[config.mk]
export PLATFORM = sky130hd
export DESIGN_NAME = f_fetch_pc_flat
export DESIGN_NICKNAME = d
export VERILOG_FILES = /design/src/rtl/f_fetch_pc_if.sv /design/src/rtl/f_fetch_pc.sv /design/src/flat_wrapper.sv
export SDC_FILE = /design/constraint.sdc
export NUM_CORES = 1
export LEC_CHECK = 0
export CAP_MARGIN = 20
export CORE_UTILIZATION = 50
export DETAILED_ROUTE_END_ITERATION = 10
export PLACE_DENSITY = 0.83
export SETUP_SLACK_MARGIN = 0.15
export SLEW_MARGIN = 25
export SYNTH_ARGS = -nofsm -noshare
export SYNTH_HDL_FRONTEND = slang
export SYNTH_SLANG_ARGS = --single-unit
[constraint.sdc]
create_clock -name clk -period 4.43 [get_ports clk]
set_clock_uncertainty 0.15 [all_clocks]
set_input_delay 0.443 -clock clk [delete_from_list [all_inputs] [get_ports clk]]
set_output_delay 0.443 -clock clk [all_outputs]
set_load 0.02 [all_outputs]
[src/rtl/f_fetch_pc_if.sv]
// Fetch/decode bundle between f_fetch_pc and the rest of the core.
// master = fetch block, slave = decode/hazard/IM side.
interface f_fetch_pc_if;
  logic        stall;
  logic        B_jump;
  logic        Is_J;
  logic        Is_JR;
  logic [31:0] rs_data;
  logic [31:0] IM_instr;
  logic [31:0] F_pc;
  logic [31:0] D_instr;
  logic [31:0] D_pc;
  logic [31:0] D_pc8;
  logic        D_valid;
  logic        pc_misalign;

  modport master (
    input  stall, B_jump, Is_J, Is_JR,
    input  rs_data, IM_instr,
    output F_pc, D_instr, D_pc, D_pc8,
    output D_valid, pc_misalign
  );

  modport slave (
    output stall, B_jump, Is_J, Is_JR,
    output rs_data, IM_instr,
    input  F_pc, D_instr, D_pc, D_pc8,
    input  D_valid, pc_misalign
  );
endinterface

[src/rtl/f_fetch_pc.sv]
// Fetch PC and F/D register; F_FETCH_PC_DELAY_SLOT_EN selects
// delay-slot semantics, otherwise wrong-path fetch is squashed.
module f_fetch_pc #(
  parameter logic [31:0] PC_RESET = 32'h0000_3000
) (
  input  logic         clk,
  input  logic         reset,
  f_fetch_pc_if.master bus
);

  logic [31:0] pc_q, pc_d;
  logic [31:0] instr_q, instr_d;
  logic [31:0] dpc_q, dpc_d;
  logic        dvalid_q, dvalid_d;
  logic        mis_q, mis_d;

  logic [31:0] pc_plus4;
  logic [31:0] dpc_plus4;
  logic [31:0] br_tgt;
  logic [31:0] j_tgt;
  logic [31:0] jr_tgt;
  logic        take_jr;
  logic        take_j;
  logic        take_b;
  logic        redirect;

  assign pc_plus4  = pc_q + 32'd4;
  assign dpc_plus4 = dpc_q + 32'd4;
  assign br_tgt    = dpc_plus4
                   + {{14{instr_q[15]}}, instr_q[15:0], 2'b00};
  assign j_tgt     = {dpc_plus4[31:28], instr_q[25:0], 2'b00};
  assign jr_tgt    = {bus.rs_data[31:2], 2'b00};

  // Flags made one-hot here so the selector below stays unique.
  assign take_jr  = dvalid_q & bus.Is_JR;
  assign take_j   = dvalid_q & bus.Is_J & ~bus.Is_JR;
  assign take_b   = dvalid_q & bus.B_jump
                  & ~bus.Is_J & ~bus.Is_JR;
  assign redirect = take_jr | take_j | take_b;

  always_comb begin
    pc_d     = pc_q;
    instr_d  = instr_q;
    dpc_d    = dpc_q;
    dvalid_d = dvalid_q;
    mis_d    = mis_q;
    if (!bus.stall) begin
      unique case (1'b1)
        take_jr: pc_d = jr_tgt;
        take_j:  pc_d = j_tgt;
        take_b:  pc_d = br_tgt;
        default: pc_d = pc_plus4;
      endcase
      if (take_jr && (bus.rs_data[1:0] != 2'b00))
        mis_d = 1'b1;
      instr_d  = bus.IM_instr;
      dpc_d    = pc_q;
      dvalid_d = 1'b1;
`ifdef F_FETCH_PC_DELAY_SLOT_EN
`else
      if (redirect) begin
        instr_d  = 32'd0;
        dvalid_d = 1'b0;
      end
`endif
    end
  end

  always_ff @(posedge clk or negedge reset) begin
    if (!reset) begin
      pc_q     <= PC_RESET;
      instr_q  <= 32'd0;
      dpc_q    <= 32'd0;
      dvalid_q <= 1'b0;
      mis_q    <= 1'b0;
    end else begin
      pc_q     <= pc_d;
      instr_q  <= instr_d;
      dpc_q    <= dpc_d;
      dvalid_q <= dvalid_d;
      mis_q    <= mis_d;
    end
  end

  assign bus.F_pc        = pc_q;
  assign bus.D_instr     = instr_q;
  assign bus.D_pc        = dpc_q;
  assign bus.D_pc8       = dpc_q + 32'd8;
  assign bus.D_valid     = dvalid_q;
  assign bus.pc_misalign = mis_q;

endmodule

[src/flat_wrapper.sv]
// flat-port wrapper written by rule: the top's interface ports become plain ports
module f_fetch_pc_flat 
#(
  parameter logic [31:0] PC_RESET = 32'h0000_3000
)
  (clk, reset, bus_stall, bus_B_jump, bus_Is_J, bus_Is_JR, bus_rs_data, bus_IM_instr, bus_F_pc, bus_D_instr, bus_D_pc, bus_D_pc8, bus_D_valid, bus_pc_misalign);
  f_fetch_pc_if bus_i ();
  input  logic clk;
  input  logic reset;
  input wire logic [$bits(bus_i.stall)-1:0] bus_stall;
  input wire logic [$bits(bus_i.B_jump)-1:0] bus_B_jump;
  input wire logic [$bits(bus_i.Is_J)-1:0] bus_Is_J;
  input wire logic [$bits(bus_i.Is_JR)-1:0] bus_Is_JR;
  input wire logic [$bits(bus_i.rs_data)-1:0] bus_rs_data;
  input wire logic [$bits(bus_i.IM_instr)-1:0] bus_IM_instr;
  output wire logic [$bits(bus_i.F_pc)-1:0] bus_F_pc;
  output wire logic [$bits(bus_i.D_instr)-1:0] bus_D_instr;
  output wire logic [$bits(bus_i.D_pc)-1:0] bus_D_pc;
  output wire logic [$bits(bus_i.D_pc8)-1:0] bus_D_pc8;
  output wire logic [$bits(bus_i.D_valid)-1:0] bus_D_valid;
  output wire logic [$bits(bus_i.pc_misalign)-1:0] bus_pc_misalign;
  assign bus_i.stall = bus_stall;
  assign bus_i.B_jump = bus_B_jump;
  assign bus_i.Is_J = bus_Is_J;
  assign bus_i.Is_JR = bus_Is_JR;
  assign bus_i.rs_data = bus_rs_data;
  assign bus_i.IM_instr = bus_IM_instr;
  assign bus_F_pc = bus_i.F_pc;
  assign bus_D_instr = bus_i.D_instr;
  assign bus_D_pc = bus_i.D_pc;
  assign bus_D_pc8 = bus_i.D_pc8;
  assign bus_D_valid = bus_i.D_valid;
  assign bus_pc_misalign = bus_i.pc_misalign;
  f_fetch_pc #(.PC_RESET(PC_RESET)) u_core (.clk(clk), .reset(reset), .bus(bus_i));
endmodule
Word level (Yosys, flattened, before mapping). Cells that the tools add are included.

$add $sub $neg: 4. $mul: 0. Divide/modulo/power cells: 0. Order comparisons: 0. Equality and inequality tests: 0. Shift operators: 0. Muxes and demuxes: 3. Bitwise gates (word level): 11. Reductions and logical operators: 3.

Operator list (count): $pmux W32 S3 (1); $add A32 B3 Y32 const B (2); $add A32 B32 Y32 (1); $add A32 B4 Y32 const B (1); $mux W32 (1); $and A1 B1 Y1 (6); $not A1 Y1 (3); $or A1 B1 Y1 (2); $reduce_and A2 Y1 (1); $reduce_bool A2 Y1 (1); $logic_and A1 B1 Y1 (1); $mux W1 (1).

Flip-flop bits (word level): 98. Latch bits: 0. Memory bits (writable): 0. ROM bits: 0. Output and inout bits: 130. Word-level logic and storage cells: 26. Memories: 0.

Depth between registers and ports, before layout.
Depth after elaboration: 5. Gate-level depth with buffers: 16. Gate-level depth less buffers: 16.

Least setup slack after synthesis. OpenSTA, ideal clock, no wires.

Path type: reg-to-reg. Start point: register u_core.dpc_q[4], in the netlist u_core.bus.D_pc[4]. End point: register u_core.pc_q[31], in the netlist u_core.bus.F_pc[31]. Library setup time: 0.082 ns. Data arrival time: 3.746 ns. Required time: 4.198 ns. Slack: 0.452 ns. Stages on the path, launching flop included: 17. Clock period less this slack: 3.978 ns. Cell sequence: dfrtp_1 -> ha_1 -> nand3_1 -> nor4_4 -> nand2_1 -> nor2_1 -> nand2_1 -> xnor2_1 -> ha_1 -> nand2_1 -> o21ai_0 -> nor4b_2 -> a21oi_1 -> a21oi_1 -> o31ai_1 -> or4_1 -> a31oi_1.

Longest elaborated chain between the ends: 3.

Ends and longest elaborated chain: start, declared (line f_fetch_pc.sv:13) `logic [31:0] dpc_q, dpc_d;`; start signal, assigned (line f_fetch_pc.sv:79) `dpc_q <= dpc_d;`; $add A32 B3 Y32 (*) (line f_fetch_pc.sv:28) `assign dpc_plus4 = dpc_q + 32'd4;`; $add A32 B32 Y32 (line f_fetch_pc.sv:30) `+ {{14{instr_q[15]}}, instr_q[15:0], 2'b00};`; $pmux W32 S3 (*) (line f_fetch_pc.sv:48) `unique case (1'b1)`; end signal, assigned (line f_fetch_pc.sv:77) `pc_q <= pc_d;`; end, declared (line f_fetch_pc.sv:11) `logic [31:0] pc_q, pc_d;`.

Every way passes the cells marked *; elsewhere a longest branch is shown, timed or not. A chain may end at the register's enable or synchronous reset.

Worst setup path in the final report.
Start point: register u_core.dpc_q[3], in the netlist u_core.bus.D_pc[3]. End point: register u_core.pc_q[31], in the netlist u_core.bus.F_pc[31].

The elaborated chain is that of the path after synthesis.

==> key figures <==
Clocking
  • Worst-path clk slew: around 60 ps
  • Root Buffer: clkbuf_16
  • CTS tree: built
  • Largest buffer count on any clock path: 2
  • H-tree levels: 3
  • Setup bufs post-CTS: 0
  • CTS buffer count: 9
  • Clock Latency Late Sink: 350 ps
  • Clk sinks: around 100

Power and ir drop
  • PD cells: about 540 nW/um2
  • Leakage power: between 4 and 5 nW
  • Max VDD drop: roughly 370 uV

Setup path
  • CP max stage cell: or3b_4
  • R2r endpoint: u_core.bus.F_pc[31]
  • Critical Path End Type: flop
  • CP Launch Type: flop
  • Worst R2R Setup Slack: around 350 ps
  • Cell family with most CP delay: simple AND/OR/NAND/NOR gates
  • Max incr delay on CP: 500 ps
  • R2R depth: 14
  • Worst Path Required: around 4600 ps
  • Kind of critical path: flop to flop
  • CP Cell Sequence: ha_1 > nand3_2 > or3b_4 > nor3_4 > nand3_1 > xnor2_2 > ha_1 > a21o_1 > nor4b_2 > a21oi_1 > a21oi_1 > o31ai_1 > or4_1 > a31oi_1
  • CP arrival: around 4200 ps
  • Largest fanout on the critical path: 6
  • CP Buf/Inv Count: 0
  • Reg2Reg Launch Point: u_core.bus.D_pc[3]

Finish
  • Final nets: 1145
  • ANT cells: 0
  • Share of cells above drive strength 1: slightly below 8%
  • Finished Core Util: between 60 and 70%
  • Finished Layout Cells: ~1200
  • Area growth syn-to-layout: 32.64%

STA
  • Worst rel slew slack: 40.20%
  • Fin Setup TNS: 0 ps
  • Unrepaired setup endpoints after global routing: false
  • Tcrit/Tclk final: between 90% and 100%
  • Hold Vio Cnt, Final: 0
  • Setup violators final: 0
  • Slew @ Worst Pin: 897.0 ps
  • Max Fclk: around 240 MHz
  • Min Tclk post-route: 4082 ps
  • Slew Viols, Final: 0

Synthesis
  • Post-synth EDFFs: 0
  • Synth cell types: between 60 and 70
  • Synth Area per Inst: about 8.4 um2
  • Area leader, netlist: dfrtp_1
  • Sequential-to-total area share from yosys stat: 33.46%
  • Primary FF master, synth: dfrtp_1
  • Post-Syn Instances: ~880
  • Async set-reset flop share out of synthesis: between 90% and 100%
  • Area contributors post-synth: dfrtp_1 (33%), nand2_1 (6.7%), ha_1 (6.5%), o21ai_0 (5.9%), xnor2_1 (5.0%)
  • Top-count cell post-synth: nand2_1
  • Post-synthesis instance area: around 7300 um2
  • Synthesized net count: 986
  • Top cell type's share of synthesized area: 32.74%
  • Synth Register Bits: between 90 and 100
  • Yosys warnings: 0
  • Synth top cells by count: nand2_1 (131), dfrtp_1 (96), o21ai_0 (86)

Die
  • DIE WIDTH: between 100 and 150 um
  • Die area: approximately 15000 um2
  • Rows: 43
  • I/O Pins: 200
  • Die extent in y: between 100 and 150 um
  • Core area: roughly 14000 um2
  • Starting Density: a little over half

Routing
  • Total wire length: around 23000 um
  • Detail Route Antenna Nets: 0
  • 1st-iter DRT viols: 723
  • DR vias: around 7400
  • DRC errors left: 0
  • Via density: between 6 and 7
  • TritonRoute pass-1 iters: 8
  • Wirelength per Cell: about 19 um

Job
  • Max_cap viols: 0

Global route
  • Vias in the first global route: 7107
  • Initial antenna violation count: 0
  • First-pass GRT wire length: 36750 um
  • GRT Total Usage: 31.69%
  • Largest net degree at the start of global routing: 86
  • Grt ovf: 0

Worst hold path
  • Hold Path Class: input pin to asynchronous set/reset pin

Place
  • DP Wirelength: ~16000 um
  • Port Buffer Count: 199
  • Inst Count DP: roughly 1200
  • Routability cong.: 0.9638

Run status
  • Status: finished clean
## sequential cells by signal, summed over array words and instances, names as in the netlist
name                    cells
u_core.bus.D_valid          1
u_core.bus.D_instr         32
u_core.bus.F_pc            32
u_core.bus.pc_misalign      1
u_core.bus.D_pc            32
## how the worst max path moves through the flow
stage	start	endpoint	slack, ps	depth (start not counted)
final	u_core.bus.D_pc[3]	u_core.bus.F_pc[31]	350	14
after global routing	u_core.bus.D_pc[10]	u_core.bus.F_pc[31]	160	13
after global placement	u_core.bus.D_pc[3]	u_core.bus.F_pc[31]	370	14
after floorplan	u_core.bus.D_pc[4]	u_core.bus.F_pc[31]	450	16
after detailed placement	u_core.bus.D_pc[3]	u_core.bus.F_pc[31]	210	14
after CTS	u_core.bus.D_pc[3]	u_core.bus.F_pc[31]	150	14
## report_power, final
| part | internal [W] | switching (W) |
|---|---|---|
| Clock | 0.000451 | 0.000342 |
| Sequential | 0.00113 | 0.000466 |
| Combinational | 0.00134 | 0.00152 |
## cell type report
cell class	instances	area (um2)
multi-input combinational	699	4609
fill	1130	4364
sequential	98	2457
timing repair buffer	214	2100
clock buffer	13	250.2
tap	180	225.2
inverter	14	52.55
clock inverter	2	37.54
## metrics by stage
step	power [W]	hold slack (ps)	cell area, um2	worst slack (ps)
3_5_place_dp	0.004394	312.5	9412	211.3
6_report	0.005246	33.46	9732	347.6
5_1_grt	0.005566	121.5	9732	158.3
3_3_place_gp	0.004358	315.4	9412	369.1
2_1_floorplan	0.003221	-2.591	7337	451.8
4_1_cts	0.005208	100.5	9699	154.3
## cell usage in the layout, fill, tap and decap left out, types with 5 or more instances in the layout
cell / n
a21o_1: 18
a21oi_1: 62
a221o_1: 5
a221oi_1: 14
a222oi_1: 6
a22oi_1: 7
a31oi_1: 8
and3_1: 19
buf_4: 17
clkbuf_16: 9
clkdlybuf4s50_1: 197
dfrtp_1: 94
ha_1: 38
inv_1: 14
mux2_2: 31
nand2_1: 131
nand3_1: 31
nand4_1: 20
nor2_1: 55
nor2b_1: 5
nor3_1: 7
o21ai_0: 86
o22ai_1: 8
xnor2_1: 41
xor2_1: 38
## layer usage
| metal | part of all wire (%) | vias up | global-route usage (%) | wire length, um |
|---|---|---|---|---|
| met1 | 42 | 3524 | 43.25 | 9616 |
| met3 | 10 | 47 | 7.426 | 2329 |
| met2 | 45 | 378 | 48.92 | 10380 |
| li1 | - | 3470 | - | - |
| met4 | 2.6 | 0 | 11.52 | 599 |
| met5 | 0 | - | 0 | 0 |
## cells by family (layout without fill, tap and decap cells)
family | count (synthesis) | count (layout) | share of synthesized area [%]
AO/OA/AOI/OAI | 248 | 248 | 21.18
multiplexers | 33 | 33 | 5.031
flip-flops | 98 | 98 | 33.46
buffers and inverters | 80 | 243 | 4.400
XOR/XNOR | 81 | 81 | 9.669
AND/OR/NAND/NOR | 298 | 298 | 19.51
adder cells (fa/ha/maj) | 39 | 39 | 6.753
## timing repair
action                     CTS  global route
resized for setup            0             8
hold buffers                 0             0
hold endpoints to repair     0             0
setup endpoints to repair    0             6
No activity file was read; power rests on OpenSTA's default activity.
